## src/rtl/vga_dac_pkg.sv

```systemverilog
// Shared types and timing defaults for the VGA DAC pixel engine.
package vga_dac_pkg;

    typedef enum logic [1:0] {
        MODE_GRAD  = 2'd0,
        MODE_BARS  = 2'd1,
        MODE_CHECK = 2'd2,
        MODE_SOLID = 2'd3
    } mode_e;

    localparam int H_ACTIVE_DEF = 640;
    localparam int H_FP_DEF     = 16;
    localparam int H_SYNC_DEF   = 96;
    localparam int H_BP_DEF     = 48;
    localparam int V_ACTIVE_DEF = 480;
    localparam int V_FP_DEF     = 10;
    localparam int V_SYNC_DEF   = 2;
    localparam int V_BP_DEF     = 33;

    function automatic int h_total(int active, int fp, int sync, int bp);
        return active + fp + sync + bp;
    endfunction

    function automatic int v_total(int active, int fp, int sync, int bp);
        return active + fp + sync + bp;
    endfunction

endpackage

```

## src/rtl/vga_cfg_shift.sv

```systemverilog
// Serial config receiver: synchronises the slow port, shifts a frame in and
// commits it to the shadow registers on csn release when the length is right.
module vga_cfg_shift
    import vga_dac_pkg::*;
#(
    parameter int            NCH      = 3,
    parameter int            BW       = 3,
    parameter logic [BW-1:0] BIAS_RST = 'b100
) (
    input  logic                clk,
    input  logic                rst,
    input  logic                ena,
    input  logic                cfg_sclk,
    input  logic                cfg_sdi,
    input  logic                cfg_csn,
    output mode_e               shadow_mode,
    output logic [NCH*BW-1:0]   shadow_bias,
    output logic                cfg_err
);

    localparam int CFG_W = 2 + NCH * BW;
    localparam int CNT_W = $clog2(CFG_W + 2);
    localparam logic [CNT_W-1:0] CNT_FULL = CNT_W'(CFG_W);
    localparam logic [CNT_W-1:0] CNT_SAT  = CNT_W'(CFG_W + 1);

    // [1] is the synchronised level, [2] its previous value for edge detect
    logic [2:0]       sclk_p;
    logic [2:0]       csn_p;
    logic [1:0]       sdi_p;
    logic [CFG_W-1:0] sr;
    logic [CNT_W-1:0] cnt;

    logic sclk_rise, csn_rise, csn_fall;
    assign sclk_rise = sclk_p[1] & ~sclk_p[2];
    assign csn_rise  = csn_p[1] & ~csn_p[2];
    assign csn_fall  = ~csn_p[1] & csn_p[2];

    always_ff @(posedge clk or posedge rst) begin
        if (rst) begin
            sclk_p      <= '0;
            csn_p       <= '1;
            sdi_p       <= '0;
            sr          <= '0;
            cnt         <= '0;
            shadow_mode <= MODE_GRAD;
            shadow_bias <= {NCH{BIAS_RST}};
            cfg_err     <= 1'b0;
        end else begin
            sclk_p <= {sclk_p[1:0], cfg_sclk};
            csn_p  <= {csn_p[1:0], cfg_csn};
            sdi_p  <= {sdi_p[0], cfg_sdi};
            // Synchronisers keep running while held, so edges seen then are dropped
            if (ena) begin
                if (csn_fall) begin
                    cnt <= '0;
                end else if (sclk_rise && !csn_p[1]) begin
                    sr <= {sr[CFG_W-2:0], sdi_p[1]};
                    if (cnt != CNT_SAT) cnt <= cnt + CNT_W'(1);
                end
                if (csn_rise) begin
                    if (cnt == CNT_FULL) begin
                        shadow_mode <= mode_e'(sr[CFG_W-1 -: 2]);
                        shadow_bias <= sr[NCH*BW-1:0];
                        cfg_err     <= 1'b0;
                    end else begin
                        cfg_err <= 1'b1;
                    end
                end
            end
        end
    end

endmodule

```

## src/rtl/vga_dac_pixel_engine.sv

```systemverilog
// VGA timing, test-pattern generation and per-channel DAC bias, with config
// changes applied only at the frame wrap.
module vga_dac_pixel_engine
    import vga_dac_pkg::*;
#(
    parameter int            NCH       = 3,
    parameter int            DW        = 8,
    parameter int            BW        = 3,
    parameter logic [BW-1:0] BIAS_RST  = 'b100,
    parameter int            H_ACTIVE  = H_ACTIVE_DEF,
    parameter int            H_FP      = H_FP_DEF,
    parameter int            H_SYNC    = H_SYNC_DEF,
    parameter int            H_BP      = H_BP_DEF,
    parameter int            V_ACTIVE  = V_ACTIVE_DEF,
    parameter int            V_FP      = V_FP_DEF,
    parameter int            V_SYNC    = V_SYNC_DEF,
    parameter int            V_BP      = V_BP_DEF,
    parameter logic          SYNC_POL  = 1'b0,
    parameter int            BAR_SHIFT = 6
) (
    input  logic                clk,
    input  logic                rst,
    input  logic                ena,
    input  logic                cfg_sclk,
    input  logic                cfg_sdi,
    input  logic                cfg_csn,
    output logic                hsync,
    output logic                vsync,
    output logic                de,
    output logic [NCH*DW-1:0]   data,
    output logic [NCH*BW-1:0]   bias,
    output logic [7:0]          frame,
    output logic                cfg_err
);

    localparam int H_TOTAL = h_total(H_ACTIVE, H_FP, H_SYNC, H_BP);
    localparam int V_TOTAL = v_total(V_ACTIVE, V_FP, V_SYNC, V_BP);
    localparam int XW = $clog2(H_TOTAL);
    localparam int YW = $clog2(V_TOTAL);

    localparam logic [XW-1:0] X_LAST = XW'(H_TOTAL - 1);
    localparam logic [XW-1:0] X_ACT  = XW'(H_ACTIVE);
    localparam logic [XW-1:0] HS_ON  = XW'(H_ACTIVE + H_FP);
    localparam logic [XW-1:0] HS_OFF = XW'(H_ACTIVE + H_FP + H_SYNC);
    localparam logic [YW-1:0] Y_LAST = YW'(V_TOTAL - 1);
    localparam logic [YW-1:0] Y_ACT  = YW'(V_ACTIVE);
    localparam logic [YW-1:0] VS_ON  = YW'(V_ACTIVE + V_FP);
    localparam logic [YW-1:0] VS_OFF = YW'(V_ACTIVE + V_FP + V_SYNC);

    logic [XW-1:0]              x;
    logic [YW-1:0]              y;
    mode_e                      mode, shadow_mode;
    logic [NCH*BW-1:0]          shadow_bias;
    logic [NCH-1:0][DW-1:0]     pix, data_q;

    vga_cfg_shift #(
        .NCH      (NCH),
        .BW       (BW),
        .BIAS_RST (BIAS_RST)
    ) u_cfg (
        .clk         (clk),
        .rst         (rst),
        .ena         (ena),
        .cfg_sclk    (cfg_sclk),
        .cfg_sdi     (cfg_sdi),
        .cfg_csn     (cfg_csn),
        .shadow_mode (shadow_mode),
        .shadow_bias (shadow_bias),
        .cfg_err     (cfg_err)
    );

    logic act, hs_on, vs_on, x_last, y_last, chk;
    logic [2:0] bar;
    assign act    = (x < X_ACT) && (y < Y_ACT);
    assign hs_on  = (x >= HS_ON) && (x < HS_OFF);
    assign vs_on  = (y >= VS_ON) && (y < VS_OFF);
    assign x_last = (x == X_LAST);
    assign y_last = (y == Y_LAST);
    assign bar    = 3'(x >> BAR_SHIFT);
    assign chk    = 1'(x >> 4) ^ 1'(y >> 4);

    for (genvar c = 0; c < NCH; c++) begin : g_ch
        logic [DW-1:0] p;
        always_comb begin
            p = '0;
            case (mode)
                MODE_GRAD:  p = (c == 0) ? DW'(x) :
                                (c == 1) ? DW'(y) :
                                (DW'(x) ^ DW'(y)) + DW'(frame);
                MODE_BARS:  p = {DW{bar[c % 3]}};
                MODE_CHECK: p = {DW{chk}};
                MODE_SOLID: p = '1;
                default:    p = '0;
            endcase
        end
        assign pix[c] = p;
    end

    assign data = data_q;

    always_ff @(posedge clk or posedge rst) begin
        if (rst) begin
            x      <= '0;
            y      <= '0;
            frame  <= '0;
            mode   <= MODE_GRAD;
            bias   <= {NCH{BIAS_RST}};
            hsync  <= ~SYNC_POL;
            vsync  <= ~SYNC_POL;
            de     <= 1'b0;
            data_q <= '0;
        end else begin
            // Outputs always describe the counter state of the previous cycle
            hsync  <= hs_on ? SYNC_POL : ~SYNC_POL;
            vsync  <= vs_on ? SYNC_POL : ~SYNC_POL;
            de     <= act;
            data_q <= act ? pix : '0;
            if (ena) begin
                if (x_last) begin
                    x <= '0;
                    if (y_last) begin
                        // A commit on this same edge lands in shadow only, so it waits a frame
                        y     <= '0;
                        frame <= frame + 8'd1;
                        mode  <= shadow_mode;
                        bias  <= shadow_bias;
                    end else begin
                        y <= y + YW'(1);
                    end
                end else begin
                    x <= x + XW'(1);
                end
            end
        end
    end

endmodule
```

## config.mk

```make
export PLATFORM = sky130hd
export DESIGN_NAME = vga_dac_pixel_engine
export DESIGN_NICKNAME = d
export VERILOG_FILES = /design/src/rtl/vga_dac_pkg.sv /design/src/rtl/vga_cfg_shift.sv /design/src/rtl/vga_dac_pixel_engine.sv
export SDC_FILE = /design/constraint.sdc
export NUM_CORES = 1
export LEC_CHECK = 0
export CORE_AREA = 2 2 106 108
export CTS_CLUSTER_DIAMETER = 200
export DETAILED_ROUTE_END_ITERATION = 6
export DIE_AREA = 0 0 108 110
export DONT_BUFFER_PORTS = 1
export PLACE_DENSITY_LB_ADDON = 0.12
export SLEW_MARGIN = 20
export SYNTH_ARGS = -nofsm -noshare
export SYNTH_HDL_FRONTEND = slang
export SYNTH_HIERARCHICAL = 1
export SYNTH_SLANG_ARGS = --single-unit
```

## constraint.sdc

```tcl
create_clock -name clk -period 4.2 [get_ports clk]
set_input_delay 0.84 -clock clk [delete_from_list [all_inputs] [get_ports clk]]
set_output_delay 0.84 -clock clk [all_outputs]
set_load 0.01 [all_outputs]
```

==> metrics <==
grt total ovfl=0; Starting Density=43.8%; drt wl/cell=16.3 µm; final worst slack=1.82 ns; clk root buf=clkbuf_8; WS Path Type=register to register; initial antenna violation count=0; CTS tree=yes; Syn Inst Count=401; Slew Limit Fails=0; clock latency on the worst-skew pair=0.36 ns; Setup Viol. Count Final=0; TNS Setup=0 ns; worst-path maximum fanout=17; Num CTS Buffers=9; Antenna Nets Post-Route=0; Nets=415; worst slack, placed=1.58 ns; Worst Path Arrival=2.63 ns; core footprint=10700 µm²; Top FF cell, synth=dfrtp_1; Seq/Total Area, Yosys=54.2%; CTS sink count=101; Layout area overhead=5.87%; Pint=1440 µW; vias in the first global route=2795; switching share of power=28.1%; crit path time final=2.38 ns; DRC Markers=0; most frequent cells in the layout=dfrtp_1, nand2_1, mux2_4, nor2_1, xor2_1; Clock Path Buffers=2; via/cell ratio=5.18; f_max=421 MHz; PwrDens=404 nW/µm²; HPWL Detailed=6.01 mm; Post-Syn Area=4690 µm²; Combinational Power Share=12.6%; peak supply drop=176 µV; io pins=51; Yosys reg bits=101; H-tree depth=3; Worst Setup SP=x[0]; Worst setup EP type=register; Critical R2R Launch=x[0]; hold_buf cts=0; R2R depth=6; ranking of synthesized cells by area=dfrtp_1, dfstp_2, mux2_4; die boundary height=110 µm; dpl cell area=4760 µm²; FF-to-FF setup slack=1.82 ns; Setup crit start kind=register; post-synth top area share=48.0%; maxcap violations=0; final core occ=46.4%; final wirelength=8.78 mm; Worst R2R End=frame[4]; post-CTS sizing=0; die area=11900 µm²; HP Class=register to register; final hold vios=0; Buffers on Ports=0; fin crit share=56.6%; layout cell share with drive strength beyond 1=16.5%; Clock Pin Slew Worst Setup and Hold Paths=0.10 ns; global-route wire length before repair=14.9 mm; Seq pwr share=55.6%; Rows=38; Setup Fix Bufs, Post-CTS=0; leak pwr=0.00237 µW; DRC marker count from the first detailed-route iteration=162; unrepaired setup endpoints after global routing=no; Finished Cell Area=4960 µm²; Post-synth ARST share=100%; largest net degree at the start of global routing=53; Final Wtd Congestion=0.822; worst slew pin tran=0.892 ns; vias=2790; clock power share=31.8%; antenna cell count=0; leading cell type in the layout, fill and taps excluded=dfrtp_1; post-synth top area cell=dfrtp_1; Distinct cells, synth=61; Critical Path RT=4.45 ns; warnings from Yosys=6; Setup Skew=0.0112 ns; Worst setup endpoint=frame[4]; syn avg cell area=11.7 µm²; DR pass1 iterations=4; gr usage total=16.5%; Post-Syn Nets=422; Slew headroom=40.5%; Post-synth EDFFs=0; P_sw=563 µW; status=complete, no violations; Die Wd=108 µm
==> layer usage <==
metal  routed length (µm)  global-route usage (%)
met1                 4100                    22.1
met2                 4100                    25.0
met3                  375                    4.64
met4                  202                    7.14
met5                    0                       0
==> layout make-up <==
class / instances / area, µm²
clock inverter: 6 / 68.8
timing repair buffer: 2 / 15.0
clock buffer: 10 / 138
sequential: 101 / 2540
multi-input combinational: 265 / 1970
inverter: 15 / 57.6
fill: 991 / 5730
tap: 140 / 175
==> flip-flops by register name (all words and copies together), names as in the netlist, 2 cells and up <==
name / flops
u_cfg/sclk_p: 3
bias: 9
u_cfg/cnt: 4
u_cfg/sr: 11
mode: 2
y: 10
u_cfg/shadow_mode: 2
frame: 8
data: 24
u_cfg/sdi_p: 2
x: 10
u_cfg/shadow_bias: 9
u_cfg/csn_p: 3
==> critical path, stage by stage (launching register included) <==
cell      delay (ns)
dfrtp_1         0.48
ha_1            0.23
nand4b_1        0.20
nor4_4          0.43
and2_1          0.58
nand4_1         0.18
xnor2_1         0.15
==> synthesized netlist by cell type, types with 2 or more instances <==
cell and number:
a211oi_1 2, a21boi_0 4, a21o_1 2, a21oi_1 11, a21oi_2 2, a221o_1 2
and2_1 2, and2b_1 2, and3_1 4, and3b_1 2, buf_2 5, buf_4 6
clkbuf_1 6, dfrtp_1 90, dfstp_2 11, ha_1 14, inv_1 15, mux2_1 3
mux2_4 19, mux2i_1 2, nand2_1 54, nand2b_1 5, nand3_1 14, nand4_1 7
nand4b_1 2, nor2_1 17, nor2b_1 2, nor3_1 5, nor4_1 2, nor4_4 3
o21a_1 13, o21ai_0 12, or3b_4 2, or4_1 2, xnor2_1 15, xor2_1 17
==> metrics by stage <==
| step | total power [µW] | cells | hold slack, ns |
|---|---|---|---|
| floorplan | 1330 | 401 | 0.331 |
| global placement | 1380 | 523 | 0.340 |
| detailed placement | 1390 | 523 | 0.340 |
| CTS | 2040 | 539 | 0.362 |
| global route | 2120 | 539 | 0.366 |
| finish | 2010 | 539 | 0.359 |
==> worst min path at each step <==
stage / cells past startpoint / startpoint / end / slack [ns]
4_1_cts: 0 / u_cfg/sclk_p[0] / u_cfg/sclk_p[1] / 0.36
3_3_place_gp: 0 / u_cfg/sdi_p[0] / u_cfg/sdi_p[1] / 0.34
3_5_place_dp: 0 / u_cfg/sclk_p[0] / u_cfg/sclk_p[1] / 0.34
5_1_grt: 0 / u_cfg/sclk_p[0] / u_cfg/sclk_p[1] / 0.37
6_report: 0 / u_cfg/sclk_p[0] / u_cfg/sclk_p[1] / 0.36
2_1_floorplan: 0 / u_cfg/sclk_p[0] / u_cfg/sclk_p[1] / 0.33
==> kinds of logic after synthesis <==
kind of cell	count (synthesis)	synth area share, %
xor+xnor	32	5.98
flops	101	54.2
buf+inv	35	3.81
simple gates	137	16.4
compound gates	56	8.03
fa+ha+maj	15	4.16
mux	25	7.47
==> power by group through the flow <==
stage	registers, µW	clock network (µW)	logic [µW]
3_3_place_gp	1130	0	244
5_1_grt	1130	712	283
3_5_place_dp	1130	0	253
6_report	1120	638	252
2_1_floorplan	1080	0	250
4_1_cts	1110	668	255
(Power assumes the default switching activity.)
